`config.mk`:
```
export PLATFORM = sky130hd
export DESIGN_NAME = playfield_renderer
export DESIGN_NICKNAME = d
export VERILOG_FILES = /design/src/rtl/josh_pkg.sv /design/src/rtl/render_colour_mux.sv /design/src/rtl/playfield_renderer.sv
export SDC_FILE = /design/constraint.sdc
export NUM_CORES = 1
export LEC_CHECK = 0
export ABC_AREA = 1
export BUFFER_PORTS_ARGS = -buffer_cell sky130_fd_sc_hd__buf_2
export CAP_MARGIN = 10
export CORE_MARGIN = 8
export CORE_UTILIZATION = 35
export DETAILED_ROUTE_END_ITERATION = 8
export PLACE_DENSITY_LB_ADDON = 0.05
export SYNTH_ARGS = -nofsm -noshare
export SYNTH_HDL_FRONTEND = slang
export SYNTH_SLANG_ARGS = --single-unit
```
`constraint.sdc`:
```
create_clock -name clk -period 2.4 [get_ports clk]
set_input_delay 0.24 -clock clk [delete_from_list [all_inputs] [get_ports clk]]
set_output_delay 0.24 -clock clk [all_outputs]
set_load 0.03 [all_outputs]
```
`src/rtl/josh_pkg.sv`:
```
// Shared constants and types for the playfield renderer.
// PLAYFIELD_RENDER_BORDER_EN adds the BORDER state to the renderer state enum.
package josh_pkg;

    localparam int unsigned PF_W   = 120;
    localparam int unsigned PF_H   = 100;
    localparam int unsigned COL_W  = 7;
    localparam int unsigned ROW_W  = 7;
    localparam int unsigned X_W    = 8;
    localparam int unsigned Y_W    = 7;
    localparam int unsigned CLR_W  = 3;
    localparam int unsigned BCNT_W = 8;

    localparam logic [CLR_W-1:0] BLACK = 3'b000;
    localparam logic [CLR_W-1:0] WHITE = 3'b111;
    localparam logic [CLR_W-1:0] GREEN = 3'b010;
    localparam logic [CLR_W-1:0] RED   = 3'b100;

    typedef enum logic [2:0] {
        S_IDLE,
        S_ADDR,
        S_CAPTURE,
        S_DRAW,
`ifdef PLAYFIELD_RENDER_BORDER_EN
        S_BORDER,
`endif
        S_DONE
    } render_state_t;

endpackage

```
`src/rtl/render_colour_mux.sv`:
```
// Priority colour select for one playfield pixel: dude over wall over background.
module render_colour_mux
    import josh_pkg::*;
(
    input  logic             dude_hit,
    input  logic             wall_bit,
    input  logic             dead,
    output logic [CLR_W-1:0] colour_c
);

    // Dude wins, then wall, else black.
    always_comb begin
        colour_c = BLACK;
        if (dude_hit) begin
            colour_c = dead ? RED : GREEN;
        end else if (wall_bit) begin
            colour_c = WHITE;
        end
    end

endmodule

```
`src/rtl/playfield_renderer.sv`:
```
// Sweeps the playfield column by column, overlays the dude and streams pixel writes
// to the VGA adapter. Define PLAYFIELD_RENDER_BORDER_EN to draw a white frame
// border above and below the field after the last column.
module playfield_renderer
    import josh_pkg::*;
#(
    parameter int unsigned X_OFFSET  = 20,
    parameter int unsigned Y_OFFSET  = 10,
    parameter int unsigned FIELD_W   = PF_W,
    parameter int unsigned FIELD_H   = PF_H,
    parameter int unsigned DUDE_SIZE = 4
) (
    input  logic             clk,
    input  logic             resetn,
    input  logic             start,
    input  logic [COL_W-1:0] dude_x,
    input  logic [ROW_W-1:0] dude_y,
    input  logic             game_over,
    output logic [COL_W-1:0] col_addr,
    input  logic [PF_H-1:0]  col_data,
    output logic [X_W-1:0]   vga_x,
    output logic [Y_W-1:0]   vga_y,
    output logic [CLR_W-1:0] vga_colour,
    output logic             vga_plot,
    output logic             busy,
    output logic             done
);

`ifdef PLAYFIELD_RENDER_BORDER_EN
    localparam int unsigned BORDER_HALF = FIELD_W + 2;
`endif

    render_state_t    state_q, state_d;
    logic [COL_W-1:0] col_q, col_d;
    logic [ROW_W-1:0] row_q, row_d;
    logic [COL_W-1:0] sx_q, sx_d;
    logic [ROW_W-1:0] sy_q, sy_d;
    logic             dead_q, dead_d;
    logic [PF_H-1:0]  buf_q, buf_d;
    logic [X_W-1:0]   x_d;
    logic [Y_W-1:0]   y_d;
    logic [CLR_W-1:0] colour_d;
    logic             plot_d, busy_d, done_d;
`ifdef PLAYFIELD_RENDER_BORDER_EN
    logic [BCNT_W-1:0] bcnt_q, bcnt_d;
    logic [BCNT_W-1:0] bx;
`endif

    logic [7:0]       col8, row8, sx8, sy8;
    logic             dude_hit;
    logic [CLR_W-1:0] pix_colour_c;

    assign col_addr = col_q;

    // Dude box compare in 8 bits so sx+3 / sy+3 never wraps.
    always_comb begin
        col8     = 8'(col_q);
        row8     = 8'(row_q);
        sx8      = 8'(sx_q);
        sy8      = 8'(sy_q);
        dude_hit = (col8 >= sx8) && (col8 <= sx8 + 8'(DUDE_SIZE - 1)) &&
                   (row8 >= sy8) && (row8 <= sy8 + 8'(DUDE_SIZE - 1));
    end

    render_colour_mux u_colour_mux (
        .dude_hit (dude_hit),
        .wall_bit (buf_q[row_q]),
        .dead     (dead_q),
        .colour_c (pix_colour_c)
    );

    // Next-state and next-output decode.
    always_comb begin
        state_d  = state_q;
        col_d    = col_q;
        row_d    = row_q;
        sx_d     = sx_q;
        sy_d     = sy_q;
        dead_d   = dead_q;
        buf_d    = buf_q;
        x_d      = vga_x;
        y_d      = vga_y;
        colour_d = vga_colour;
        plot_d   = 1'b0;
        done_d   = 1'b0;
`ifdef PLAYFIELD_RENDER_BORDER_EN
        bcnt_d   = bcnt_q;
        bx       = '0;
`endif
        unique case (state_q)
            S_IDLE: begin
                if (start) begin
                    sx_d    = dude_x;
                    sy_d    = dude_y;
                    dead_d  = game_over;
                    col_d   = '0;
                    state_d = S_ADDR;
                end
            end
            S_ADDR: begin
                state_d = S_CAPTURE;
            end
            S_CAPTURE: begin
                buf_d   = col_data;
                row_d   = '0;
                state_d = S_DRAW;
            end
            S_DRAW: begin
                plot_d   = 1'b1;
                x_d      = X_W'(X_OFFSET) + X_W'(col_q);
                y_d      = Y_W'(Y_OFFSET + FIELD_H - 1) - row_q;
                colour_d = pix_colour_c;
                if (row_q == ROW_W'(FIELD_H - 1)) begin
                    if (col_q == COL_W'(FIELD_W - 1)) begin
`ifdef PLAYFIELD_RENDER_BORDER_EN
                        bcnt_d  = '0;
                        state_d = S_BORDER;
`else
                        state_d = S_DONE;
`endif
                    end else begin
                        col_d   = col_q + COL_W'(1);
                        state_d = S_ADDR;
                    end
                end else begin
                    row_d = row_q + ROW_W'(1);
                end
            end
`ifdef PLAYFIELD_RENDER_BORDER_EN
            S_BORDER: begin
                plot_d   = 1'b1;
                colour_d = WHITE;
                if (bcnt_q < BCNT_W'(BORDER_HALF)) begin
                    bx  = bcnt_q;
                    y_d = Y_W'(Y_OFFSET - 1);
                end else begin
                    bx  = bcnt_q - BCNT_W'(BORDER_HALF);
                    y_d = Y_W'(Y_OFFSET + FIELD_H);
                end
                x_d = X_W'(X_OFFSET - 1) + bx;
                if (bcnt_q == BCNT_W'(2 * BORDER_HALF - 1)) begin
                    state_d = S_DONE;
                end else begin
                    bcnt_d = bcnt_q + BCNT_W'(1);
                end
            end
`endif
            S_DONE: begin
                done_d  = 1'b1;
                state_d = S_IDLE;
            end
            default: begin
                state_d = S_IDLE;
            end
        endcase
        busy_d = (state_d != S_IDLE);
    end

    // State, counters, snapshots and registered outputs.
    always_ff @(posedge clk) begin
        if (!resetn) begin
            state_q    <= S_IDLE;
            col_q      <= '0;
            row_q      <= '0;
            sx_q       <= '0;
            sy_q       <= '0;
            dead_q     <= 1'b0;
            buf_q      <= '0;
            vga_x      <= '0;
            vga_y      <= '0;
            vga_colour <= '0;
            vga_plot   <= 1'b0;
            busy       <= 1'b0;
            done       <= 1'b0;
`ifdef PLAYFIELD_RENDER_BORDER_EN
            bcnt_q     <= '0;
`endif
        end else begin
            state_q    <= state_d;
            col_q      <= col_d;
            row_q      <= row_d;
            sx_q       <= sx_d;
            sy_q       <= sy_d;
            dead_q     <= dead_d;
            buf_q      <= buf_d;
            vga_x      <= x_d;
            vga_y      <= y_d;
            vga_colour <= colour_d;
            vga_plot   <= plot_d;
            busy       <= busy_d;
            done       <= done_d;
`ifdef PLAYFIELD_RENDER_BORDER_EN
            bcnt_q     <= bcnt_d;
`endif
        end
    end

endmodule

```
* After elaboration in Yosys (flattened, before gate mapping)
Index checks and enable logic that the tools add are counted.
** Word-level totals
- Register bits after elaboration :: 153
- Bits of input ports :: 118
- Output and inout port bits :: 28
** Operators by class
- $add $sub $neg :: 6
- Magnitude comparators :: 5
- Equal/unequal tests :: 10
- Muxes and demuxes :: 17
- Reduce and logical (&&, ||, !) cells :: 10
** Operators with widths (count)
- $mux W7 :: 4
- $pmux W7 S2 :: 2
- $mux W3 :: 6
- $add A7 B2 Y8 const B :: 2
- $le A7 B8 Y1 :: 2
- $add A7 B1 Y7 const B :: 2
- $eq A7 B7 Y1 const B :: 2
- $ge A7 B7 Y1 :: 2
- $pmux W3 S4 :: 1
- $add A5 B7 Y8 const A :: 1
- $lt A7 B8 Y1 const B :: 1
- $ne A2 B2 Y1 const B :: 4
- $bmux W1 S7 :: 1
- $sub A7 B7 Y7 const A :: 1
- $eq A3 B2 Y1 const B :: 2
- $reduce_and A2 Y1 :: 2
- $reduce_and A4 Y1 :: 1
- $reduce_bool A2 Y1 :: 2
- $eq A3 B1 Y1 const B :: 1
- $eq A3 B3 Y1 const B :: 1
- $logic_and A1 B1 Y1 :: 3
- $logic_not A3 Y1 :: 1
- $mux W1 :: 3
- $reduce_bool A3 Y1 :: 1

* Depth between registers and ports, before layout
- Depth after elaboration :: 6
- Mapped depth :: 19

* Cells and area by module
Synthesis repeated with hierarchy kept, for this count alone.
** Second synthesis, totals
- Cells, all modules :: 1077
- Area total of the unflattened synthesis :: 7697.4 µm²
** Modules (own cells, without submodules)
- playfield_renderer :: instances 1, cells an instance 1069, area each 7664.9 µm²
- render_colour_mux :: instances 1, cells an instance 8, area each 32.5 µm²

* Least setup slack after synthesis
No wires, ideal clock.
- Path type :: register to register
- Start :: register sx_q[0]
- End :: register vga_colour[1]
- Library setup time :: 0.071 ns
- Arrival time :: 2.058 ns
- Slack :: 0.271 ns
- Cell stages (with the launch flop) :: 17
- Path through :: dfxtp_1 inv_1 ha_1 nor3_1 nand3_1 xor2_1 ha_1 nand2_1 nor2_1 o21ai_0 nand2_1 nand2_1 nand3_1 nand2_1 inv_1 nand2_1 a21oi_1
** Between the ends
- Longest elaborated chain between the ends :: 6
- Elaborated cells between the ends (all ways) :: 7
- Classes of those cells :: add/sub: 1; order compare: 2; mux: 1; reduce/logical: 3
** RTL lines
- from (decl) :: RTL line playfield_renderer.sv:36 : logic [COL_W-1:0] sx_q, sx_d;
- from (signal assigned) :: RTL line playfield_renderer.sv:165 : sx_q <= '0;
- from (signal assigned) :: RTL line playfield_renderer.sv:182 : sx_q <= sx_d;
- $add A7 B2 Y8 :: RTL line playfield_renderer.sv:61 : dude_hit = (col8 >= sx8) && (col8 <= sx8 + 8'(DUDE_SIZE - 1)) &&
- $le A7 B8 Y1 :: RTL line playfield_renderer.sv:61
- $logic_and A1 B1 Y1 (*) (2 in series) :: RTL line playfield_renderer.sv:61
- $logic_and A1 B1 Y1 (*) :: RTL line playfield_renderer.sv:62 : (row8 >= sy8) && (row8 <= sy8 + 8'(DUDE_SIZE - 1));
- $mux W3 (*) :: RTL line render_colour_mux.sv:14 : if (dude_hit) begin
- to (signal assigned) :: RTL line playfield_renderer.sv:188 : vga_colour <= colour_d;
- to (decl) :: RTL line playfield_renderer.sv:23 : output logic [CLR_W-1:0] vga_colour,
Mark *: on every way between the ends. The rest lies on a longest branch, timed or not.
A chain may end at the register's enable or synchronous reset.

* Worst setup path in the final report
- Start :: register sy_q[1]
- End :: register vga_colour[1]
** Between the ends
- Longest elaborated chain between the ends :: 4
- Elaborated cells between the ends (all ways) :: 6
- Classes of those cells :: add/sub: 1; order compare: 2; mux: 1; reduce/logical: 2
** RTL lines
- from (decl) :: RTL line playfield_renderer.sv:37 : logic [ROW_W-1:0] sy_q, sy_d;
- from (signal assigned) :: RTL line playfield_renderer.sv:183 : sy_q <= sy_d;
- $add A7 B2 Y8 or $ge A7 B7 Y1 (tied branches) :: RTL line playfield_renderer.sv:62
- $le A7 B8 Y1 or $logic_and A1 B1 Y1 (tied branches) :: RTL line playfield_renderer.sv:62, playfield_renderer.sv:61
- $logic_and A1 B1 Y1 (*) :: RTL line playfield_renderer.sv:62
- $mux W3 (*) :: RTL line render_colour_mux.sv:14
Marks and branches as above.

==> flow_metrics.py <==
metrics = {
    "sta": {
        "tightest_slew_ns": 0.567,
        "rsz0062_at_grt": "yes",
        "fmax_mhz": 422,
        "period_minus_slack_ns": 2.37,
        "fin_tns_setup_ns": 0,
        "max-slew-margin-rel_pct": 62.1,
        "slew_viol_final": 0,
        "setup_viol": 0,
        "fin_crit_sh_pct": 98.8,
        "clock_skew_ns": 0.00981,
        "hold_violations": 0,
    },
    "route": {
        "drcViolationCount": 0,
        "drt_wl_total_um": 22300,
        "via_per_inst": 4.75,
        "via_count": 7044,
        "routedWlPerCell_um": 15.0,
        "first_pass_iters": 4,
        "ant_nets": 0,
        "drt_iter0_drc": 414,
    },
    "floorplan": {
        "die_h_um": 162,
        "start_util_pct": 35.6,
        "dieArea_sq_mm": 0.0263,
        "core-area_sq_mm": 0.0210,
        "fp.dieW_um": 162,
        "fp-row-count": 53,
        "io_pins": 146,
    },
    "synth": {
        "synthMuxAreaShare_pct": 0,
        "synth_edf_count": 0,
        "synth.cell_area_sq_mm": 0.00749,
        "synth.area.top_cells": "dfxtp_1 (41%), o21ai_0 (9.8%), nand2_1 (9.4%)",
        "synth_common_cells": "nand2_1 (187), dfxtp_1 (153), o21ai_0 (147)",
        "yosysUniqueCellTypes": 36,
        "synthXorXnorAreaFrac_pct": 1.52,
        "synth_top_area_cell": "dfxtp_1",
        "synth-seq-area-share_pct": 40.9,
        "synth_top_family_by_area": "simple AND/OR/NAND/NOR gates",
        "yosysTopAreaCellShare_pct": 40.9,
        "async_reset_ff_share_pct": 0,
        "synth-compound-area-share_pct": 19.9,
        "synth_simple_gate_area_share_pct": 21.8,
        "synthAdderAreaFrac_pct": 6.01,
        "synthCells": 1066,
        "yosys_warnings": 0,
        "yosysMostFrequentCell": "nand2_1",
        "synth_nets": 1220,
        "synth_flop_cell": "dfxtp_1",
        "synth_seq_cells": 153,
        "avgSynthCellArea_sq_um": 7.03,
    },
    "clock_network": {
        "cts_made_buffers": 17,
        "clkLatencyLatePin_ns": 0.42,
        "cts.sinks": 153,
        "cts_buffer_depth": 2,
        "holdBufCountCts": 0,
        "root_buffer": "clkbuf_16",
        "clk_pin_slew_ns": 0.06,
        "cts_max_level": 4,
        "cts_tree": "yes",
    },
    "setup_path": {
        "crit_required_ns": 2.69,
        "cp_slowest_cell": "ha_1",
        "cp_cell_sequence": "inv_2 -> ha_4 -> nor2_4 -> nand2_1 -> xor2_1 -> ha_1 -> nand3_4 -> nor4_4 -> nor2_1 -> nand2_1 -> nand2_1 -> nor2_2 -> nand3_1 -> nand2_1 -> inv_2 -> nand2_2 -> a21oi_2",
        "cp_num_buf_inv": 2,
        "crit_type": "reg -> reg",
        "cp_top_family": "simple AND/OR/NAND/NOR gates",
        "crit_top_cell": "nand2_1",
        "arrival_ns": 2.66,
        "ff2ff_setup_slack_ns": 0.03,
        "cp_max_fo": 4,
        "cp-start-kind": "flop",
        "cpPeakStageDelay_ns": 0.35,
        "cp-end-kind": "flop",
    },
    "grt": {
        "grt-ovfl-total": 0,
        "track_usage_pct": 16.9,
        "grt_max_degree": 132,
        "antenna_found_initial": 0,
        "grt_pass1_wl_um": 36200,
        "grt_pass1_vias": 6946,
    },
    "power_and_ir_drop": {
        "power.density_mw_per_mm2": 897,
        "ir_drop_uv": 555,
        "leakagePower_nw": 4.28,
    },
    "finish": {
        "area_delta_synth_final_pct": 24.5,
        "insertedDiodeCount": 0,
        "nets": 1350,
        "drive_above_1_share_pct": 20.2,
        "fin_util_pct": 44.4,
        "fill_cells": 2232,
        "final_area_sq_mm": 0.00933,
    },
    "run_status": {
        "status": "complete, no violations",
    },
    "place": {
        "dpl_cell_area_sq_mm": 0.00852,
        "place_hpwl_um": 15600,
        "globalplace.congestion": 0.769,
        "io_buffers": 145,
    },
    "flow_run": {
        "maxCapViolations": 0,
    },
    "worst_hold_path": {
        "min_path_type": "in -> reg",
    },
}
[final cells by class]
class / instances / area, sq um / area share (%)
Tap cell: 275 / 344 / 3.69
Inverter: 126 / 479 / 5.14
Multi-Input combinational cell: 727 / 3790 / 40.6
Sequential cell: 153 / 3070 / 32.9
Clock buffer: 19 / 443 / 4.75
Clock inverter: 13 / 218 / 2.33
Timing Repair Buffer: 171 / 986 / 10.6
[final timing paths]
check | cells past startpoint | startpoint | end
max | 17 | sy_q[1]$_SDFFE_PN0P_ | vga_colour[1]$_SDFFE_PN0P_
min | 3 | col_data[38] | buf_q[38]$_SDFFE_PN0P_
max reg2reg | 17 | sy_q[1]$_SDFFE_PN0P_ | vga_colour[1]$_SDFFE_PN0P_
min reg2reg | 2 | buf_q[19]$_SDFFE_PN0P_ | buf_q[19]$_SDFFE_PN0P_
[metal layers]
metal / global-route usage (%) / vias up / part of all wire, %
met5: 0 / - / 0
met1: 24.1 / 3150 / 52
met3: 3.62 / 22 / 4.7
li1: - / 3749 / -
met4: 4.00 / 0 / 1.2
met2: 25.5 / 123 / 43
[worst reg2reg max path, cell delays in order (launching register included)]
cell,delay [ns]
dfxtp_1,0.32
inv_2,0.07
ha_4,0.17
nor2_4,0.09
nand2_1,0.07
xor2_1,0.15
ha_1,0.35
nand3_4,0.10
nor4_4,0.28
nor2_1,0.09
nand2_1,0.07
nand2_1,0.07
nor2_2,0.13
nand3_1,0.08
nand2_1,0.07
inv_2,0.04
nand2_2,0.05
a21oi_2,0.05
[placed cells by master, fill, tap and decap left out, drive strengths merged, types with 4 or more instances in the layout]
cell type,count
xor2,13
nand4,7
o21a,4
clkbuf,19
nand3,66
bufinv,5
nor3,11
dfxtp,153
clkinv,7
a21oi,124
o21ai,153
nor2,105
buf,171
ha,36
inv,126
nand2,190
nor4,4
[where the power goes]
group / switching, W / internal (W) / total, W
sequential: 0.000170 / 0.00298 / 0.00315
combinational: 0.00143 / 0.000768 / 0.00220
clock: 0.00113 / 0.00189 / 0.00302
[timing repair]
action                     CTS  global route
resized for setup            0            26
setup endpoints to repair    0             3
setup buffers                0             5
[sequential cells by signal, indices dropped and copies added (netlist names), 3 cells and up]
register	flops
buf_q	100
vga_x	8
col_addr	7
row_q	7
sx_q	7
sy_q	7
vga_y	7
state_q	3
vga_colour	3
[stage by stage]
stage	instances	setup slack, ns	hold slack, ns	total power [W]
3_3_place_gp	1447	0.0857	0.442	0.00530
4_1_cts	1479	0.0305	0.0175	0.00835
5_1_grt	1484	-0.168	0.0391	0.00891
6_report	1484	0.0276	0.0325	0.00837
2_1_floorplan	1066	0.271	0.375	0.00465
3_5_place_dp	1447	0.0429	0.446	0.00531
[logic make-up (layout without fill, tap and decap cells)]
| logic type | after synthesis | count (layout) |
|---|---|---|
| and+or+nand+nor | 387 | 387 |
| AOI/OAI and AO/OA | 291 | 291 |
| buffers and inverters | 186 | 329 |
| DFF | 153 | 153 |
| adders and majority gates | 36 | 36 |
| xor gates and xnor gates | 13 | 13 |
No activity file was read; power rests on OpenSTA's default activity.
